[src/rtl/pipe_arb_pkg.sv]
`default_nettype none
// +----------------------------------------------------------------------+
// | pipe_arb_pkg : shared state encoding and defaults for the arbiter    |
// | Revision     : 1.0                                                   |
// +----------------------------------------------------------------------+
package pipe_arb_pkg;

  typedef enum logic [1:0] {
    ST_IDLE     = 2'd0,
    ST_BUSY_IF  = 2'd1,
    ST_BUSY_MEM = 2'd2,
    ST_RESP     = 2'd3
  } arb_state_t;

  localparam int STARVE_LIMIT_DEF = 3;
  localparam int TIMEOUT_DEF      = 15;

  function automatic logic [1:0] sat_inc2(input logic [1:0] v);
    return (v == 2'b11) ? v : v + 2'd1;
  endfunction

endpackage
`default_nettype wire

[src/rtl/pipe_arb_timer.sv]
`default_nettype none
// +----------------------------------------------------------------------+
// | pipe_arb_timer : loadable 4-bit timeout counter with expiry flag     |
// | Revision       : 1.0                                                 |
// +----------------------------------------------------------------------+
module pipe_arb_timer #(
  parameter int LIMIT = 15
) (
  input  logic clk,
  input  logic rst,
  input  logic load_i,
  input  logic en_i,
  output logic expired_o
);

  localparam logic [3:0] LAST = 4'(LIMIT - 1);

  logic [3:0] cnt_q, cnt_d;

  always_comb begin
    cnt_d = cnt_q;
    if (load_i) begin
      cnt_d = 4'd0;
    end else if (en_i && (cnt_q != LAST)) begin
      cnt_d = cnt_q + 4'd1;
    end
  end

  always_ff @(posedge clk) begin
    if (rst) begin
      cnt_q <= 4'd0;
    end else begin
      cnt_q <= cnt_d;
    end
  end

  // Count value LIMIT-1 is reached on the LIMIT-th enabled cycle.
  assign expired_o = en_i && (cnt_q == LAST);

endmodule
`default_nettype wire

[src/rtl/pipe_mem_arbiter.sv]
`default_nettype none
// +----------------------------------------------------------------------+
// | pipe_mem_arbiter : IF/MEM arbiter onto one single-port memory        |
// | Revision         : 1.0                                               |
// +----------------------------------------------------------------------+
module pipe_mem_arbiter
  import pipe_arb_pkg::*;
#(
  parameter int STARVE_LIMIT = STARVE_LIMIT_DEF,
  parameter int TIMEOUT      = TIMEOUT_DEF
) (
  input  logic        clk,
  input  logic        rst,
  input  logic        if_req,
  input  logic [31:0] if_addr,
  input  logic        if_abort,
  output logic        if_ack,
  output logic [31:0] if_rdata,
  input  logic        mem_req,
  input  logic        mem_we,
  input  logic [31:0] mem_addr,
  input  logic [31:0] mem_wdata,
  output logic        mem_ack,
  output logic [31:0] mem_rdata,
  output logic        stall_if,
  output logic        stall_mem,
  output logic        m_req,
  output logic        m_we,
  output logic [31:0] m_addr,
  output logic [31:0] m_wdata,
  input  logic        m_ack,
  input  logic [31:0] m_rdata,
  output logic        err
);

  localparam logic [2:0] STARVE_CMP = 3'(STARVE_LIMIT);

  arb_state_t  state_q, state_d;
  logic        m_req_q, m_req_d;
  logic        m_we_q, m_we_d;
  logic [31:0] m_addr_q, m_addr_d;
  logic [31:0] m_wdata_q, m_wdata_d;
  logic        if_ack_q, if_ack_d;
  logic        mem_ack_q, mem_ack_d;
  logic [31:0] if_rdata_q, if_rdata_d;
  logic [31:0] mem_rdata_q, mem_rdata_d;
  logic [1:0]  starve_q, starve_d;
  logic        abort_q, abort_d;
  logic        err_q, err_d;
  logic        grant;
  logic        busy;
  logic        expired;

  assign busy = (state_q == ST_BUSY_IF) || (state_q == ST_BUSY_MEM);

  pipe_arb_timer #(
    .LIMIT (TIMEOUT)
  ) u_timer (
    .clk       (clk),
    .rst       (rst),
    .load_i    (grant),
    .en_i      (busy),
    .expired_o (expired)
  );

  always_comb begin
    state_d     = state_q;
    m_req_d     = m_req_q;
    m_we_d      = m_we_q;
    m_addr_d    = m_addr_q;
    m_wdata_d   = m_wdata_q;
    if_ack_d    = 1'b0;
    mem_ack_d   = 1'b0;
    if_rdata_d  = if_rdata_q;
    mem_rdata_d = mem_rdata_q;
    starve_d    = starve_q;
    abort_d     = abort_q;
    err_d       = err_q;
    grant       = 1'b0;
    case (state_q)
      ST_IDLE: begin
        if (mem_req && (({1'b0, starve_q} < STARVE_CMP) || !if_req)) begin
          state_d   = ST_BUSY_MEM;
          grant     = 1'b1;
          m_req_d   = 1'b1;
          m_we_d    = mem_we;
          m_addr_d  = mem_addr;
          m_wdata_d = mem_wdata;
          starve_d  = if_req ? sat_inc2(starve_q) : 2'd0;
          abort_d   = 1'b0;
        end else if (if_req) begin
          state_d   = ST_BUSY_IF;
          grant     = 1'b1;
          m_req_d   = 1'b1;
          m_we_d    = 1'b0;
          m_addr_d  = if_addr;
          m_wdata_d = 32'd0;
          starve_d  = 2'd0;
          abort_d   = 1'b0;
        end else begin
          starve_d = 2'd0;
        end
      end
      ST_BUSY_IF: begin
        // A branch seen at any point during the fetch kills its delivery.
        abort_d = abort_q | if_abort;
        if (m_ack || expired) begin
          state_d    = ST_RESP;
          m_req_d    = 1'b0;
          if_rdata_d = m_ack ? m_rdata : 32'd0;
          if_ack_d   = ~(abort_q | if_abort);
          err_d      = err_q | ~m_ack;
        end
      end
      ST_BUSY_MEM: begin
        if (m_ack || expired) begin
          state_d     = ST_RESP;
          m_req_d     = 1'b0;
          mem_rdata_d = m_ack ? m_rdata : 32'd0;
          mem_ack_d   = 1'b1;
          err_d       = err_q | ~m_ack;
        end
      end
      default: begin
        state_d = ST_IDLE;
      end
    endcase
  end

  always_ff @(posedge clk) begin
    if (rst) begin
      state_q     <= ST_IDLE;
      m_req_q     <= 1'b0;
      m_we_q      <= 1'b0;
      m_addr_q    <= 32'd0;
      m_wdata_q   <= 32'd0;
      if_ack_q    <= 1'b0;
      mem_ack_q   <= 1'b0;
      if_rdata_q  <= 32'd0;
      mem_rdata_q <= 32'd0;
      starve_q    <= 2'd0;
      abort_q     <= 1'b0;
      err_q       <= 1'b0;
    end else begin
      state_q     <= state_d;
      m_req_q     <= m_req_d;
      m_we_q      <= m_we_d;
      m_addr_q    <= m_addr_d;
      m_wdata_q   <= m_wdata_d;
      if_ack_q    <= if_ack_d;
      mem_ack_q   <= mem_ack_d;
      if_rdata_q  <= if_rdata_d;
      mem_rdata_q <= mem_rdata_d;
      starve_q    <= starve_d;
      abort_q     <= abort_d;
      err_q       <= err_d;
    end
  end

  // An abort arriving in the response cycle still suppresses the ack.
  assign if_ack    = if_ack_q & ~if_abort;
  assign if_rdata  = if_rdata_q;
  assign mem_ack   = mem_ack_q;
  assign mem_rdata = mem_rdata_q;
  assign stall_if  = if_req & ~if_ack;
  assign stall_mem = mem_req & ~mem_ack;
  assign m_req     = m_req_q;
  assign m_we      = m_we_q;
  assign m_addr    = m_addr_q;
  assign m_wdata   = m_wdata_q;
  assign err       = err_q;

endmodule
`default_nettype wire

[config.mk]
export PLATFORM = sky130hd
export DESIGN_NAME = pipe_mem_arbiter
export DESIGN_NICKNAME = d
export VERILOG_FILES = /design/src/rtl/pipe_arb_pkg.sv /design/src/rtl/pipe_arb_timer.sv /design/src/rtl/pipe_mem_arbiter.sv
export SDC_FILE = /design/constraint.sdc
export NUM_CORES = 1
export LEC_CHECK = 0
export ABC_AREA = 1
export CORE_MARGIN = 4
export CORE_UTILIZATION = 40
export DETAILED_ROUTE_END_ITERATION = 16
export PLACE_DENSITY = 0.8
export SLEW_MARGIN = 20
export SYNTH_ARGS = -nofsm -noshare
export SYNTH_HDL_FRONTEND = slang
export SYNTH_SLANG_ARGS = --single-unit
[constraint.sdc]
create_clock -name clk -period 2.1 [get_ports clk]
set_clock_uncertainty 0.15 [all_clocks]
set_input_delay 0.21 -clock clk [delete_from_list [all_inputs] [get_ports clk]]
set_output_delay 0.21 -clock clk [all_outputs]
set_load 0.03 [all_outputs]
==> key figures <==
Synthesis
  • Number of distinct library cells after synthesis: 21
  • Syn Nets: 875
  • Cell types with the largest area share after synthesis: sky130_fd_sc_hd__dfxtp_1, sky130_fd_sc_hd__nand2_1, sky130_fd_sc_hd__a21oi_1
  • Sequential fraction of the synthesis area: 51.7%
  • Share of Yosys cell area claimed by the top area cell type: between 50 and 60%
  • Post-synth design cell area: 5490 µm²
  • Post-synthesis register bit count: 142
  • Post-synth top area cell: sky130_fd_sc_hd__dfxtp_1
  • Post-synthesis instance total: 733
  • Number of warnings issued by yosys: 0
  • Mean Syn Cell Area: 7.50 µm²

Placement
  • Hpwl dp: around 13 mm
  • Port Buffer Count: around 270
  • Placed Cells incl. Taps: around 1100
  • Final weighted congestion of routability-driven global placement: 0.857

Critical path
  • Top fanout value on the critical path: 2
  • Kind of end point of the critical path: output port
  • Arrival time of the worst setup path: ~1.6 ns
  • Endpoint of the most critical register-to-register path: if_rdata[15]$_SDFFE_PP0P_
  • Critical path destination: if_ack
  • Series of cell instances along the critical path: inv_1 > nor2_1 > clkdlybuf4s50_1
  • Reg-to-reg critical path startpoint: state_q[0]$_SDFFE_PP0P_
  • Data required time of the critical path: ~1.7 ns
  • Reg2Reg Setup Slack: 0.31 ns
  • Launching element type of the critical path: flop
  • Start-to-end type of the worst setup path: reg -> out
  • Worst path slowest cell: sky130_fd_sc_hd__clkdlybuf4s50_1
  • Length in cells of the worst reg-to-reg path: 8
  • Launching element of the worst setup path: if_ack_q$_SDFF_PP0_
  • Crit-path max cell delay: ~0.7 ns

Worst hold path
  • Startpoint of the lowest-slack hold path: rst
  • Classification of the worst-slack hold path: in -> reg
  • Number of instances on the worst hold path: 2

Timing
  • Min Tclk post-route: roughly 2 ns
  • Peak clock frequency supported by timing: between 500 and 600 MHz
  • Worst slew slack as a fraction of its limit: 57.9%
  • Worst Max-Slew Pin Slew: roughly 0.63 ns
  • RSZ-0062 raised after global routing: false
  • Post-route clock period utilization: between 90% and 100%
  • Final hold viol count: 0
  • Slew Limit Fails: 0
  • Number of endpoints failing setup at the final stage: 0
  • Setup TNS Final: 0 ns

Pwr
  • Power density of the placed cells: approximately 1200 nW/µm²
  • Worst IR drop on VDD: ~630 µV
  • Leakage component of the power: 0.00346 µW

Clock tree
  • Count of buffers added by post-CTS timing repair for setup: 0
  • Latest clock arrival within the worst-skew pair: 0.42 ns
  • Max H-tree Level: 4
  • Clock transition at path regs: roughly 0.060 ns
  • Number of buffers inserted for hold repair after clock tree synthesis: 0
  • CTS sink count: about 140
  • Clock tree from TritonCTS: built
  • Clock Path Buffers: 2
  • Number of instances resized during post-cts repair: 0
  • Clock buffers created by TritonCTS: 17
  • Master cell of the clock root buffer: sky130_fd_sc_hd__clkbuf_16

Final layout
  • Filler instances: roughly 1100
  • Storage cell area: ~2800 µm²
  • Final Net Count: between 1000 and 1500
  • Number of diodes added for antenna fixing: 0
  • Area growth, synth to finish: 63.9%
  • Final non-filler cell total: between 1000 and 1500
  • Most common cell after layout, fill and taps aside: sky130_fd_sc_hd__clkdlybuf4s50_1
  • Most used cells in the layout excluding fill and tap cells: sky130_fd_sc_hd__clkdlybuf4s50_1, sky130_fd_sc_hd__nand2_1, sky130_fd_sc_hd__dfxtp_1, sky130_fd_sc_hd__nand3_1, sky130_fd_sc_hd__a21oi_1
  • Fraction of layout instances using a drive strength above 1: 5.74%
  • Final core utilization: 67.5%
  • Multi-input logic area: 2350 µm²

Detailed routing
  • Detailed-route wire length per cell: about 16 µm
  • Drt via density: about 4.9
  • DRC violation count after routing: 0
  • Drt total wl: 18.1 mm
  • DRT iter0 DRCs: approximately 370
  • Count of vias placed by the detailed router: around 5800
  • Number of nets with antenna violations after detailed routing: 0
  • Drt first pass iters: 4

Floorplanning
  • Die area: 15700 µm²
  • Die Span Y: approximately 130 µm
  • Std-Cell Core Area: 13300 µm²
  • Horizontal extent of the die: 125 µm
  • Row count: between 40 and 50
  • Initial Utilization: about two fifths
  • IO Pins: 270

Run
  • Count of max-cap constraint violations: 0

GRT
  • Overall track demand over capacity in global routing: ~23%
  • Wire length of the first global-routing pass: between 20 and 30 mm
  • Via count of the first global-routing pass: around 5600
  • Total gr overflow: 0
  • Maximum number of pins on one net before global-route repair: 85
  • Antenna violations before repair: 1

Status
  • Run status: finished clean
## how the worst min path moves through the flow
stage | slack, ns | endpoint
final | 0.02 | m_wdata[24]$_SDFFE_PP0P_
after global routing | 0.02 | m_wdata[24]$_SDFFE_PP0P_
after CTS | 0.004 | m_wdata[27]$_SDFFE_PP0P_
after detailed placement | 0.30 | mem_rdata[0]$_SDFFE_PP0P_
after global placement | 0.30 | mem_rdata[13]$_SDFFE_PP0P_
after floorplan | 0.18 | m_addr[0]$_SDFFE_PP0P_
## power breakdown
group / switching (µW) / total [µW] / leakage, µW / internal (µW)
registers: 285 / 3510 / 0.00116 / 3230
logic: 2310 / 3860 / 0.00198 / 1550
clock network: 1160 / 3300 / 0.000324 / 2140
## cell families after synthesis
family                     after synthesis  share of synthesized area (%)
adders and majority gates                7                           1.59
and+or+nand+nor                        368                           27.8
AOI/OAI and AO/OA                      145                           13.3
buffers and inverters                   71                           5.53
DFF                                    142                           51.7
## layer usage
metal,part of all wire [%],vias up,global-route usage (%)
met3,9.0,39,8.74
met5,0.072,-,0
met4,2.9,2,9.12
met2,49,217,38.3
met1,39,2607,26.6
li1,-,2909,-
## critical path, delay by kind of cell, from the launching register on
kind,cells,cell delay (ns)
AND/OR/NAND/NOR,1,0.14
buffers and inverters,2,0.74
flip-flops,1,0.31
## cell usage after synthesis
cell type,instances
sky130_fd_sc_hd__inv_2,3
sky130_fd_sc_hd__buf_2,24
sky130_fd_sc_hd__inv_1,12
sky130_fd_sc_hd__o21ai_0,13
sky130_fd_sc_hd__nand2_2,1
sky130_fd_sc_hd__nor2_1,74
sky130_fd_sc_hd__ha_1,7
sky130_fd_sc_hd__dfxtp_1,142
sky130_fd_sc_hd__buf_1,3
sky130_fd_sc_hd__o21a_1,1
sky130_fd_sc_hd__nand4_1,1
sky130_fd_sc_hd__clkinv_1,1
sky130_fd_sc_hd__buf_4,2
sky130_fd_sc_hd__o21ai_1,22
sky130_fd_sc_hd__a21oi_1,108
sky130_fd_sc_hd__clkbuf_1,26
sky130_fd_sc_hd__nand2_1,181
sky130_fd_sc_hd__nand3_1,108
sky130_fd_sc_hd__or2_2,2
sky130_fd_sc_hd__o21ai_2,1
sky130_fd_sc_hd__nor3_1,1
## per-stage QoR
| stage | setup WS (ns) | hold WS (ns) | power, µW | cell area, µm² |
|---|---|---|---|---|
| after floorplan | 0.472 | 0.182 | 5740 | 5490 |
| after CTS | 0.109 | 0.00428 | 10800 | 9000 |
| after global placement | 0.168 | 0.297 | 7390 | 8350 |
| final | 0.135 | 0.0196 | 10700 | 9000 |
| after global routing | 0.0709 | 0.0190 | 11200 | 9000 |
| after detailed placement | 0.138 | 0.301 | 7450 | 8350 |
## sequential cells by signal (all words and copies together), names as in the netlist
| signal | count |
|---|---|
| err | 1 |
| state_q | 2 |
| m_we | 1 |
| if_rdata | 32 |
| starve_q | 2 |
| mem_rdata | 32 |
| u_timer.cnt_q | 4 |
| m_req | 1 |
| m_addr | 32 |
| abort_q | 1 |
| mem_ack | 1 |
| if_ack_q | 1 |
| m_wdata | 32 |
## cell type report
cell class | instances | area share, %
repair buffers | 283 | 31.9
flip-flops and latches | 142 | 31.6
multi-input cells | 520 | 26.2
clock buffers | 18 | 4.88
well taps | 176 | 2.45
clock inverters | 14 | 2.38
inverters | 16 | 0.667
(Power assumes the default switching activity.)
